`src/rtl/i2c_master_arbiter_pkg.sv`:
```
// Shared types and widths for the I2C master arbiter slice.
package i2c_master_arbiter_pkg;
  localparam int I2C_ADDR_W = 7;
  localparam int I2C_DATA_W = 8;

  typedef enum logic [1:0] {
    ARB_IDLE,
    ARB_ISSUE,
    ARB_WAIT,
    ARB_RESP
  } e_arb_states;
endpackage

```
`src/rtl/i2c_master_arbiter_rr_picker.sv`:
```
// Combinational round-robin pick: first set request at or after ptr, wrapping.
module rr_picker #(
  parameter  int NUM_REQ = 4,
  localparam int PW      = (NUM_REQ > 1) ? $clog2(NUM_REQ) : 1
) (
  input  logic [NUM_REQ-1:0] req_i,
  input  logic [PW-1:0]      ptr_i,
  output logic               valid_o,
  output logic [NUM_REQ-1:0] onehot_o,
  output logic [PW-1:0]      idx_o
);
  always_comb begin
    int j;
    j        = 0;
    valid_o  = 1'b0;
    onehot_o = '0;
    idx_o    = '0;
    // Scan farthest offset first so the closest one to ptr is the last to win.
    for (int k = NUM_REQ - 1; k >= 0; k--) begin
      j = int'(ptr_i) + k;
      if (j >= NUM_REQ) j = j - NUM_REQ;
      if (req_i[j]) begin
        valid_o = 1'b1;
        idx_o   = PW'(j);
      end
    end
    if (valid_o) onehot_o[idx_o] = 1'b1;
  end
endmodule

```
`src/rtl/i2c_master_arbiter.sv`:
```
// Round-robin sequencer sharing one I2C master between NUM_REQ requesters,
// with a per-transaction watchdog.
module i2c_master_arbiter
  import i2c_master_arbiter_pkg::*;
#(
  parameter int NUM_REQ        = 4,
  parameter int TIMEOUT_CYCLES = 4096,
  parameter int TO_W           = 12
) (
  input  logic                          clk,
  input  logic                          rst,
  input  logic [NUM_REQ-1:0]            req,
  input  logic [NUM_REQ*I2C_ADDR_W-1:0] req_addr,
  input  logic [NUM_REQ-1:0]            req_rw,
  input  logic [NUM_REQ*I2C_DATA_W-1:0] req_wdata,
  output logic [NUM_REQ-1:0]            gnt,
  output logic [NUM_REQ-1:0]            done,
  output logic [I2C_DATA_W-1:0]         rdata,
  output logic                          nack,
  output logic                          timeout,
  output logic                          m_start,
  output logic [I2C_ADDR_W-1:0]         m_addr,
  output logic                          m_rw,
  output logic [I2C_DATA_W-1:0]         m_wdata,
  input  logic                          m_busy,
  input  logic                          m_done,
  input  logic [I2C_DATA_W-1:0]         m_rdata,
  input  logic                          m_nack
);
  localparam int PW = (NUM_REQ > 1) ? $clog2(NUM_REQ) : 1;

  e_arb_states               state_q, state_d;
  logic [NUM_REQ-1:0]        gnt_q, gnt_d;
  logic [PW-1:0]             win_q, win_d, ptr_q, ptr_d;
  logic [TO_W-1:0]           cnt_q, cnt_d;
  logic [I2C_ADDR_W-1:0]     addr_q, addr_d;
  logic                      rw_q, rw_d;
  logic [I2C_DATA_W-1:0]     wdata_q, wdata_d, rdata_q, rdata_d;
  logic                      nack_q, nack_d, to_q, to_d;

  logic                      pick_vld;
  logic [NUM_REQ-1:0]        pick_oh;
  logic [PW-1:0]             pick_idx;

  rr_picker #(.NUM_REQ(NUM_REQ)) u_pick (
    .req_i    (req),
    .ptr_i    (ptr_q),
    .valid_o  (pick_vld),
    .onehot_o (pick_oh),
    .idx_o    (pick_idx)
  );

  always_ff @(posedge clk or posedge rst) begin
    if (rst) begin
      state_q <= ARB_IDLE;
      gnt_q   <= '0;
      win_q   <= '0;
      ptr_q   <= '0;
      cnt_q   <= '0;
      addr_q  <= '0;
      rw_q    <= 1'b0;
      wdata_q <= '0;
      rdata_q <= '0;
      nack_q  <= 1'b0;
      to_q    <= 1'b0;
    end else begin
      state_q <= state_d;
      gnt_q   <= gnt_d;
      win_q   <= win_d;
      ptr_q   <= ptr_d;
      cnt_q   <= cnt_d;
      addr_q  <= addr_d;
      rw_q    <= rw_d;
      wdata_q <= wdata_d;
      rdata_q <= rdata_d;
      nack_q  <= nack_d;
      to_q    <= to_d;
    end
  end

  always_comb begin
    state_d = state_q;
    gnt_d   = gnt_q;
    win_d   = win_q;
    ptr_d   = ptr_q;
    cnt_d   = cnt_q;
    addr_d  = addr_q;
    rw_d    = rw_q;
    wdata_d = wdata_q;
    rdata_d = rdata_q;
    nack_d  = nack_q;
    to_d    = to_q;
    unique case (state_q)
      ARB_IDLE: begin
        if (pick_vld && !m_busy) begin
          gnt_d   = pick_oh;
          win_d   = pick_idx;
          addr_d  = req_addr[pick_idx*I2C_ADDR_W +: I2C_ADDR_W];
          rw_d    = req_rw[pick_idx];
          wdata_d = req_wdata[pick_idx*I2C_DATA_W +: I2C_DATA_W];
          state_d = ARB_ISSUE;
        end
      end
      ARB_ISSUE: begin
        cnt_d   = '0;
        state_d = ARB_WAIT;
      end
      ARB_WAIT: begin
        // A completion landing on the expiry cycle is reported as a real result.
        if (m_done) begin
          rdata_d = rw_q ? m_rdata : '0;
          nack_d  = m_nack;
          to_d    = 1'b0;
          gnt_d   = '0;
          state_d = ARB_RESP;
        end else if (cnt_q == TO_W'(TIMEOUT_CYCLES - 1)) begin
          rdata_d = '0;
          nack_d  = 1'b0;
          to_d    = 1'b1;
          gnt_d   = '0;
          state_d = ARB_RESP;
        end else begin
          cnt_d = cnt_q + 1'b1;
        end
      end
      ARB_RESP: begin
        ptr_d   = (win_q == PW'(NUM_REQ - 1)) ? '0 : win_q + 1'b1;
        state_d = ARB_IDLE;
      end
      default: state_d = ARB_IDLE;
    endcase
  end

  assign gnt     = gnt_q;
  assign done    = (state_q == ARB_RESP) ? (NUM_REQ'(1) << win_q) : '0;
  assign rdata   = rdata_q;
  assign nack    = nack_q;
  assign timeout = to_q;
  assign m_start = (state_q == ARB_ISSUE);
  assign m_addr  = addr_q;
  assign m_rw    = rw_q;
  assign m_wdata = wdata_q;
endmodule

```
`config.mk`:
```
export PLATFORM = sky130hd
export DESIGN_NAME = i2c_master_arbiter
export DESIGN_NICKNAME = d
export VERILOG_FILES = /design/src/rtl/i2c_master_arbiter_pkg.sv /design/src/rtl/i2c_master_arbiter_rr_picker.sv /design/src/rtl/i2c_master_arbiter.sv
export SDC_FILE = /design/constraint.sdc
export NUM_CORES = 1
export LEC_CHECK = 0
export CORE_MARGIN = 4
export CORE_UTILIZATION = 43
export DETAILED_ROUTE_END_ITERATION = 10
export HOLD_SLACK_MARGIN = 0.03
export PLACE_DENSITY = 0.8
export SYNTH_ARGS = -nofsm -noshare
export SYNTH_HDL_FRONTEND = slang
export SYNTH_SLANG_ARGS = --single-unit
```
`constraint.sdc`:
```
create_clock -name clk -period 2.8 [get_ports clk]
set_input_delay 0.42 -clock clk [delete_from_list [all_inputs] [get_ports clk]]
set_output_delay 0.42 -clock clk [all_outputs]
set_load 0.05 [all_outputs]
```
# Word-level counts from Yosys, hierarchy flattened
# Cells that the tools add are included.
[classes]
n_reduce_logical = 12
n_mul = 1
addsub = 9
order_cmp = 10
n_eq_ne = 9
shifts = 3
mux = 49
[ops]
columns = ["op", "n"]
rows = [
  ["32-bit by 4-bit less-than comparator with 1-bit output, second input constant", 4],
  ["32-bit 2-to-1 mux", 4],
  ["32-bit by 4-bit greater-or-equal comparator with 1-bit output, second input constant", 3],
  ["32-bit by 4-bit subtractor with 32-bit output, second input constant", 3],
  ["32-bit by 6-bit indexed part select with 8-bit output", 1],
  ["28-bit by 6-bit indexed part select with 7-bit output", 1],
  ["12-bit 2-to-1 mux", 2],
  ["8-bit 2-to-1 mux", 3],
  ["12-bit one-hot mux with 2 select lines", 1],
  ["4-bit 2-to-1 mux", 5],
  ["1-bit 2-to-1 mux", 18],
  ["2-bit 2-to-1 mux", 8],
  ["12-bit by 1-bit adder with 12-bit output, second input constant", 1],
  ["12-bit == test, second input constant", 1],
  ["1-bit binary-select mux with 2-bit select", 5],
  ["2-bit one-hot mux with 4 select lines", 1],
  ["4-bit one-hot mux with 2 select lines", 1],
  ["2-bit by 2-bit adder with 3-bit output, second input constant", 2],
  ["2-bit == test, second input constant", 3],
  ["2-bit inequality test, second input constant", 3],
  ["2-bit AND reduction", 3],
  ["3-bit AND reduction", 2],
  ["2-bit nonzero test", 3],
  ["2-bit by 3-bit multiplier with 5-bit output, second input constant", 1],
  ["13 further kinds", 14],
]
[totals]
input_bits = 81
regBits = 48
elab_cells = 104
out_inout_bits = 35

# Longest topological paths before layout
[depth]
depth_word = 17
depth_mapped = 8
mapped_depth_nobuf = 7

# By module
# A second synthesis with hierarchy kept.
[unflattened]
cells_unflattened = 254
hier_area_um2 = 2899.0
[by_module_without_submodules]
columns = ["mod", "seq_area_each_um2", "cells_each", "area_each_um2", "n_inst"]
rows = [
  ["i2c_master_arbiter", 1201.2, 221, 2687.6, 1],
  ["rr_picker", 0.0, 33, 211.5, 1],
]

# Worst setup path after synthesis
# No wires, ideal clock.
[synth_path]
kind = "reg2reg"
startpoint = "reg cnt_q[0]"
endpoint = "reg gnt_q[0] (netlist: gnt[0])"
path_stages_with_launch = 7
setup_slack_ps = 814
t_arrival_ps = 1861
n_path_buf = 0
required_ps = 2675
setup_ps = 125
period_less_slack_ps = 1986
path_cell_list = "dfrtp_1 -> ha_1 -> nand3_1 -> o41a_1 -> a21oi_2 -> o21a_1 -> mux2_2"
[synth_via]
elab_chain_cells = 3
[synth_lines]
columns = ["element", "line", "text"]
rows = [
  ["start: declaration", "i2c_master_arbiter.sv:35", "logic [TO_W-1:0] cnt_q, cnt_d;"],
  ["start signal: assignment", "i2c_master_arbiter.sv:71", "cnt_q <= cnt_d;"],
  ["12-bit == test", "i2c_master_arbiter.sv:116", "end else if (cnt_q == TO_W'(TIMEOUT_CYCLES - 1)) begin"],
  ["3-bit inequality test (no line)", "--", ""],
  ["3-bit AND reduction (no line)", "--", ""],
  ["end signal: assignment", "i2c_master_arbiter.sv:68", "gnt_q <= gnt_d;"],
  ["end: declaration", "i2c_master_arbiter.sv:33", "logic [NUM_REQ-1:0] gnt_q, gnt_d;"],
]
# No other way between the ends.
# A chain may end at the register's enable or synchronous reset.

# Worst setup path after layout
[layout_path]
startpoint = "in req[2]"
endpoint = "reg addr_q[3] (netlist: m_addr[3])"
[layout_via]
elab_chain_cells = 9
word_cells_on_any_way = 24
cone_classes = "mul: 1; shift: 1; mux: 20; reduce/logical: 2"
[layout_lines]
columns = ["element", "line", "text"]
rows = [
  ["start: declaration", "i2c_master_arbiter.sv:12", "input logic [NUM_REQ-1:0] req,"],
  ["1-bit binary-select mux with 2-bit select", "i2c_master_arbiter_rr_picker.sv:22", "if (req_i[j]) begin"],
  ["1-bit 2-to-1 mux (not written as such) (2 in a row)", "i2c_master_arbiter_rr_picker.sv:22", ""],
  ["2-bit 2-to-1 mux / 1-bit 2-to-1 mux (equally long branches) (4 in a row)", "i2c_master_arbiter_rr_picker.sv:22", ""],
  ["2-bit by 3-bit multiplier with 5-bit output / 1-bit logical AND (equally long branches)", "i2c_master_arbiter.sv:98, i2c_master_arbiter.sv:95", ""],
  ["28-bit by 6-bit indexed part select with 7-bit output / 2-bit AND reduction (equally long branches)", "--", ""],
  ["end signal: assignment", "i2c_master_arbiter.sv:72", "addr_q <= addr_d;"],
  ["end: declaration", "i2c_master_arbiter.sv:36", "logic [I2C_ADDR_W-1:0] addr_q, addr_d;"],
]
# Several ways; a longest one is shown, not always the timed one. The select of a mux whose other input is x is not followed.

==> impl_results.md <==
* Outcome: completed
* DR top layer: met4
* Slowest cell on crit path: nor2_2
* CP endpoint kind: flip-flop
* Die footprint at 7930 um2
* Global route overflow at 0
* CTS clk-pin slew, worst paths at 0.10 ns
* Relative slew slack at 25.2%
* Peak VDD IR at 0.000679 V
* Ant. Diodes at 0
* # setup viols final at 0
* Worst slew pin tran at 1.12 ns
* Post-synth EDFFs at 0
* Pwr Density at 1030 nW/um2
* Clk root buf: clkbuf_8
* Detailed-routing wirelength on met1 at 3.24 mm
* Total negative setup slack at 0 ns
* Worst Skew at 0.0165 ns
* Worst r2r src: cnt_q[1]$_DFFE_PP0P_
* Worst setup path startpoint: req[2]
* DR iter-0 viols at 152
* Clock sinks at 48
* Final cycle utilization of the critical path at 87.4%
* CP Max Fanout at 17
* CP Class: input port to flip-flop
* CTS tree: built
* Worst-Skew Late Latency at 0.31 ns
* First-pass GRT wire length at 13.0 mm
* Vias in the first global route at 2,728
* Drt pass-1 iters at 4
* Flop-to-flop setup slack at 0.54 ns
* Leak at 1.76 nW
* Hold buffers post-CTS at 0
* Syn_nets at 369
* Core Region at 6350 um2
* Layout Nets at 491
* Total GRT Usage at 20.9%
* F_max at 409 MHz
* Via density at 5.79
* Synth cell count leaders: dfrtp_1 (48), a211oi_1 (19), o21ai_0 (18)
* Syn. warnings at 0
* Hold Crit Class: input port to async pin
* FF-to-FF End: gnt[2]$_DFFE_PP0P_
* Top FF cell, synth: dfrtp_1
* Delay-heaviest family, CP: simple AND/OR/NAND/NOR gates
* Reg2reg path depth at 6
* Hold Vio Cnt, Final at 0
* Vias at 2,766
* Cell taking the most area after synthesis: dfrtp_1
* Critical-path cell list: clkdlybuf4s50_1 -> nor2b_1 -> a2111oi_4 -> nor2_2 -> mux2i_1 -> o22ai_1
* DRC at 0
* Largest stage delay on the critical path at 0.87 ns
* WP buf/inv at 1
* Sequential area share after synthesis at 42.5%
* Post-synth top area share at 42.5%
* Gate count after technology mapping at 278
* CTS resizes at 0
* Clock buffer depth at 2
* Wire per inst at 17.4 um
* Area delta synth->final at 51.0%
* Ranking of synthesized cells by area: dfrtp_1 (43%), mux2i_1 (5.7%), a211oi_1 (5.0%), nor3b_1 (4.5%), ha_1 (4.4%)
* Count leader, synth: dfrtp_1
* Initial antenna violation count at 0
* Row count at 29
* Max-slew violation count at 0
* I/O Pins at 116
* Yosys cell types at 50
* Metal3 WL at 886 um
* Core Util, Final at 67.2%
* Post-DP HPWL at 6.40 mm
* Layout cells sized above 1 at 8.98%
* Die X at 89.1 um
* Critical path arrival at 2.57 ns
* Routed WL at 8.33 mm
* Die Ht at 89.1 um
* RSZ-0062 raised after global routing: no
* ANT nets after route at 0
* Syn_area_per_cell at 10.2 um2
* Post-Syn Area at 2830 um2
* CTS Buf Count at 5
* Post-synthesis async set-or-reset flop share at 100%
* Routed met2 length at 4.12 mm
* H-tree Lvls at 2
* Worst path required time at 2.92 ns
* Post-CTS Setup Repair Bufs at 0
* Yosys reg bits at 48
* Largest net degree at the start of global routing at 32
* GP Congestion at 0.817
* Initial core utilization at 44.5%
* Max Cap Viol at 0
* Final min period at 2.45 ns
* Critical path launch point type: input port
* # port buffers at 115
## metrics by stage
stage	area [um2]	setup slack [ns]	hold WS, ns	cells	total power, mW
floorplan	2830	0.814	0.471	278	2.93
global placement	4150	0.0908	0.468	470	3.81
detailed placement	4150	0.0323	0.474	470	3.87
CTS	4270	0.350	0.466	478	4.41
global route	4270	0.138	0.477	478	4.64
finish	4270	0.353	0.441	478	4.39
## how the worst max path moves through the flow
stage / endpoint / slack [ns] / depth (start not counted)
2_1_floorplan: gnt[0]$_DFFE_PP0P_ / 0.81 / 6
3_3_place_gp: m_addr[3]$_DFFE_PP0P_ / 0.09 / 6
3_5_place_dp: m_addr[4]$_DFFE_PP0P_ / 0.03 / 6
4_1_cts: m_addr[3]$_DFFE_PP0P_ / 0.35 / 6
5_1_grt: m_addr[4]$_DFFE_PP0P_ / 0.14 / 7
6_report: m_addr[3]$_DFFE_PP0P_ / 0.35 / 6
## worst reg2reg max path: cells and delay by family (launching register included)
family	cells	cell delay, ns
AOI/OAI and AO/OA	3	1.03
DFF	1	0.40
muxes	1	0.36
adders and majority gates	1	0.20
and+or+nand+nor	1	0.14
## flip-flops by register name (all words and copies together) (netlist names)
name / count
m_rw: 1
m_addr: 7
state_q: 2
ptr_q: 2
rdata: 8
gnt: 4
timeout: 1
win_q: 2
m_wdata: 8
cnt_q: 12
nack: 1
## layer usage
metal | track usage (%) | vias to the layer above
met5 | 0 | -
met4 | 5.14 | 0
met1 | 24.9 | 1307
met3 | 7.56 | 13
met2 | 36.1 | 135
li1 | - | 1311
## layout make-up
class | count | area (um2)
clock buffer | 6 | 82.6
clock inverter | 2 | 38.8
fill | 495 | 2080
inverter | 11 | 41.3
multi-input combinational | 203 | 1540
sequential | 48 | 1200
tap | 77 | 96.3
timing repair buffer | 131 | 1270
## layout by cell type (no fill, tap or decap), types with 4 or more instances in the layout
cell type          n
buf_4             16
inv_1              9
o21ai_1            4
and2_1             4
nand2_1           12
nor4_1             4
a211oi_1          19
dfrtp_1           48
clkbuf_8           6
nor2_1             9
nand3_1            5
a22o_1            11
and3_1             4
ha_1              10
mux2i_1           16
o21ai_0           18
nor2b_1            4
nor3b_1           17
xnor2_1            5
clkdlybuf4s50_1  115
o22ai_1           15
nand4_1            7
## power by group
part           leakage, nW  switching [mW]  internal (mW)  total [mW]
combinational         1.09            1.71           1.01        2.72
sequential           0.608           0.178          0.961        1.14
clock               0.0614           0.242          0.292       0.534
total                 1.76            2.13           2.26        4.39
## kinds of logic (layout without fill, tap and decap cells)
group	count (synthesis)	after routing	synth area share, %
XOR/XNOR	5	5	1.55
AND/OR/NAND/NOR	74	74	16.3
adder cells (fa/ha/maj)	10	10	4.43
buffers and inverters	27	150	3.76
flip-flops	48	48	42.5
AO/OA/AOI/OAI	92	92	23.4
multiplexers	22	22	8.06
Note: power is estimated with default switching activity, not from simulation.
==> edit, RTL diff (config.mk and constraints unchanged) <==
Re-encode `e_arb_states` (4 states) as Gray code, 2 bits wide.
--- a/src/rtl/i2c_master_arbiter_pkg.sv
+++ b/src/rtl/i2c_master_arbiter_pkg.sv
@@ -5,8 +5,8 @@
 
   typedef enum logic [1:0] {
-    ARB_IDLE,
-    ARB_ISSUE,
-    ARB_WAIT,
-    ARB_RESP
+    ARB_IDLE  = 2'b00,
+    ARB_ISSUE = 2'b01,
+    ARB_WAIT  = 2'b11,
+    ARB_RESP  = 2'b10
   } e_arb_states;
 endpackage
Formal check against the unedited RTL: no difference found for any inputs over 10 cycles, from zero or initial values and one cycle with rst high; not proved beyond that.
==> edit against the unedited design <==
Sequential cell count unchanged. Worst hold slack better by 0.061 ns. Area after synthesis down 8.1%. Clock skew down 0.0030 ns. Non-clock buffer count down 10. Via count down 10%. Total power down 14%. Cell area down 7.6%. Worst setup slack better by 0.056 ns. Global-route usage down 0.70 points. Final cell count down 6.7%. Count of clock-buffer cells in the layout unchanged. Routed wire length down 11%.
==> edit: results (changes against the unedited design) <==
metric,value,unit,change
Root Buffer,clkbuf_8,,unchanged
fraction of layout cells with a size suffix above 1,6.74,%,was 8.98%
Layout Skew,0.0135,ns,was 0.0165 ns
Post-Syn Nets,340,,was 369
vias per cell,5.57,,was 5.79
NumNets Final,456,,was 491
reg-to-reg startpoint,state_q[1],,was cnt_q[1]
Leakage,1.68,nW,was 1.76 nW
Synthesis Warnings,0,,unchanged
first-pass GRT wire length,12000,um,was 13000 um
R2R Path End,cnt_q[6],,was gnt[2]
Max Buffers Root-to-Sink,2,,unchanged
CTS Buf Count,5,,unchanged
Detail Route Antenna Nets,0,,unchanged
CTS resizes,0,,unchanged
Placer Congestion,0.870,,was 0.817
dpl cells,438,,was 470
fill cell count,483,,was 495
max reg flops,12,,unchanged
Synth Area per Inst,10.2,um2,about the same
Synth top cells by count,"48 x dfrtp_1, 32 x mux2i_1, 30 x nand2_1",,"was 48 x dfrtp_1, 19 x a211oi_1, 18 x o21ai_0"
"setup slack, reg-to-reg",0.78,ns,was 0.54 ns
Port Buffer Count,115,,unchanged
detailed-placement wirelength estimate,5760,um,was 6400 um
max incr delay on CP,0.64,ns,was 0.87 ns
"Seq/Total Area, Yosys",46.2,%,was 42.5%
clock slew at reported path FFs,0.09,ns,
DR iter-0 viols,169,,was 152
initial antenna violation count,0,,unchanged
largest net degree at the start of global routing,34,,was 32
wire per inst,16.6,um,was 17.4 um
crit path DAT,1.97,ns,was 2.57 ns
type of the worst setup path,flop to primary output,,was input pin to flop
"Clk Latency, worst-skew pair",0.30,ns,
CP Capture Point,done[2],,was m_addr[3]
"top cells by area, synth","dfrtp_1 46%, mux2i_1 12%, o221ai_1 5.4%",,"was dfrtp_1 43%, mux2i_1 5.7%, a211oi_1 5.0%"
htree depth,2,,unchanged
CP Max Fanout,14,,was 17
Worst Hold Class,flop to flop,,was input pin to async pin
"worst slack, placed",0.318,ns,was 0.0323 ns
library cells used by synthesis,45,,was 50
post-CTS setup buffer count,0,,unchanged
worst r2r path cells,5,,was 6
critical path's top delay family,flip-flops,,was simple AND/OR/NAND/NOR gates
global-route usage over all layers,20.2,%,was 20.9%
fin cells,446,,was 478
Max VDD drop,0.809,mV,was 0.679 mV
Critical Path Slowest Stage Cell,dfrtp_1,,was nor2_2
Slew HR,56.5,%,was 25.2%
vias in the first global route,2528,,was 2728
status,"finished, final reports clean",,unchanged
Pint,2.04,mW,was 2.26 mW
edit: cell types whose count changed after synthesis, sizes merged, moves of 4 or more:
cell	unedited run	this run
clkbuf	10	6
mux2i	16	32
nand2b	0	6
ha	10	5
o21ai	22	9
o22ai	15	1
mux2	6	1
nor4	7	3
a211oi	19	1
o221ai	0	16
nand3	5	12
nand2	12	30
nor3b	18	1
nor3	1	5
edit: worst reg2reg max path, stage by stage, from the launching register on:
cell,delay [ns]
dfrtp_1,0.64
inv_1,0.23
o41ai_2,0.70
nor3_1,0.13
xnor2_1,0.16
nor2_1,0.05
edit: per-stage QoR:
| stage | util (%) | cell area [um2] |
|---|---|---|
| finish | 67.0 | 3940 |
| global route | 67.0 | 3940 |
| CTS | 67.0 | 3940 |
| detailed placement | 65.1 | 3830 |
| global placement | 65.1 | 3830 |
| floorplan | - | 2600 |
edit: worst min path at each step:
stage                     from    endpoint  slack [ns]  cells after the start
floorplan             ptr_q[0]    ptr_q[0]        0.50                      1
global placement    m_wdata[1]  m_wdata[1]        0.47                      2
detailed placement  m_wdata[0]  m_wdata[0]        0.48                      2
CTS                 m_wdata[0]  m_wdata[0]        0.50                      2
global route        m_wdata[1]  m_wdata[1]        0.53                      2
finish              m_wdata[0]  m_wdata[0]        0.50                      2
edit: cell type report:
cell class              count  share of cell area, %
multi-input cells         184                   33.0
flip-flops and latches     48                   30.5
repair buffers            121                   30.4
well taps                  75                   2.38
clock buffers               6                   1.84
inverters                  10                  0.952
clock inverters             2                  0.889
edit: metal layers:
metal | track usage (%) | wire length (um)
met1 | 26.8 | 3090
met3 | 3.55 | 468
met2 | 33.5 | 3680
met4 | 6.91 | 155
met5 | 0 | 0
edit: logic make-up (layout without fill, tap and decap cells):
logic type                 count (synthesis)  in the layout  share of synthesized area [%]
muxes                                     33             33                           12.8
xor gates and xnor gates                   5              5                           1.69
and+or+nand+nor                           87             87                           16.8
AOI/OAI and AO/OA                         54             54                           16.4
DFF                                       48             48                           46.2
adders and majority gates                  5              5                           2.41
buffers and inverters                     22            139                           3.71
edit: power groups by stage:
| stage | combinational [mW] | sequential, mW | clock (mW) |
|---|---|---|---|
| floorplan | 0.864 | 1.70 | 0 |
| global placement | 2.16 | 1.13 | 0 |
| detailed placement | 2.19 | 1.14 | 0 |
| CTS | 2.20 | 1.13 | 0.496 |
| global route | 2.32 | 1.16 | 0.530 |
| finish | 2.18 | 1.13 | 0.491 |
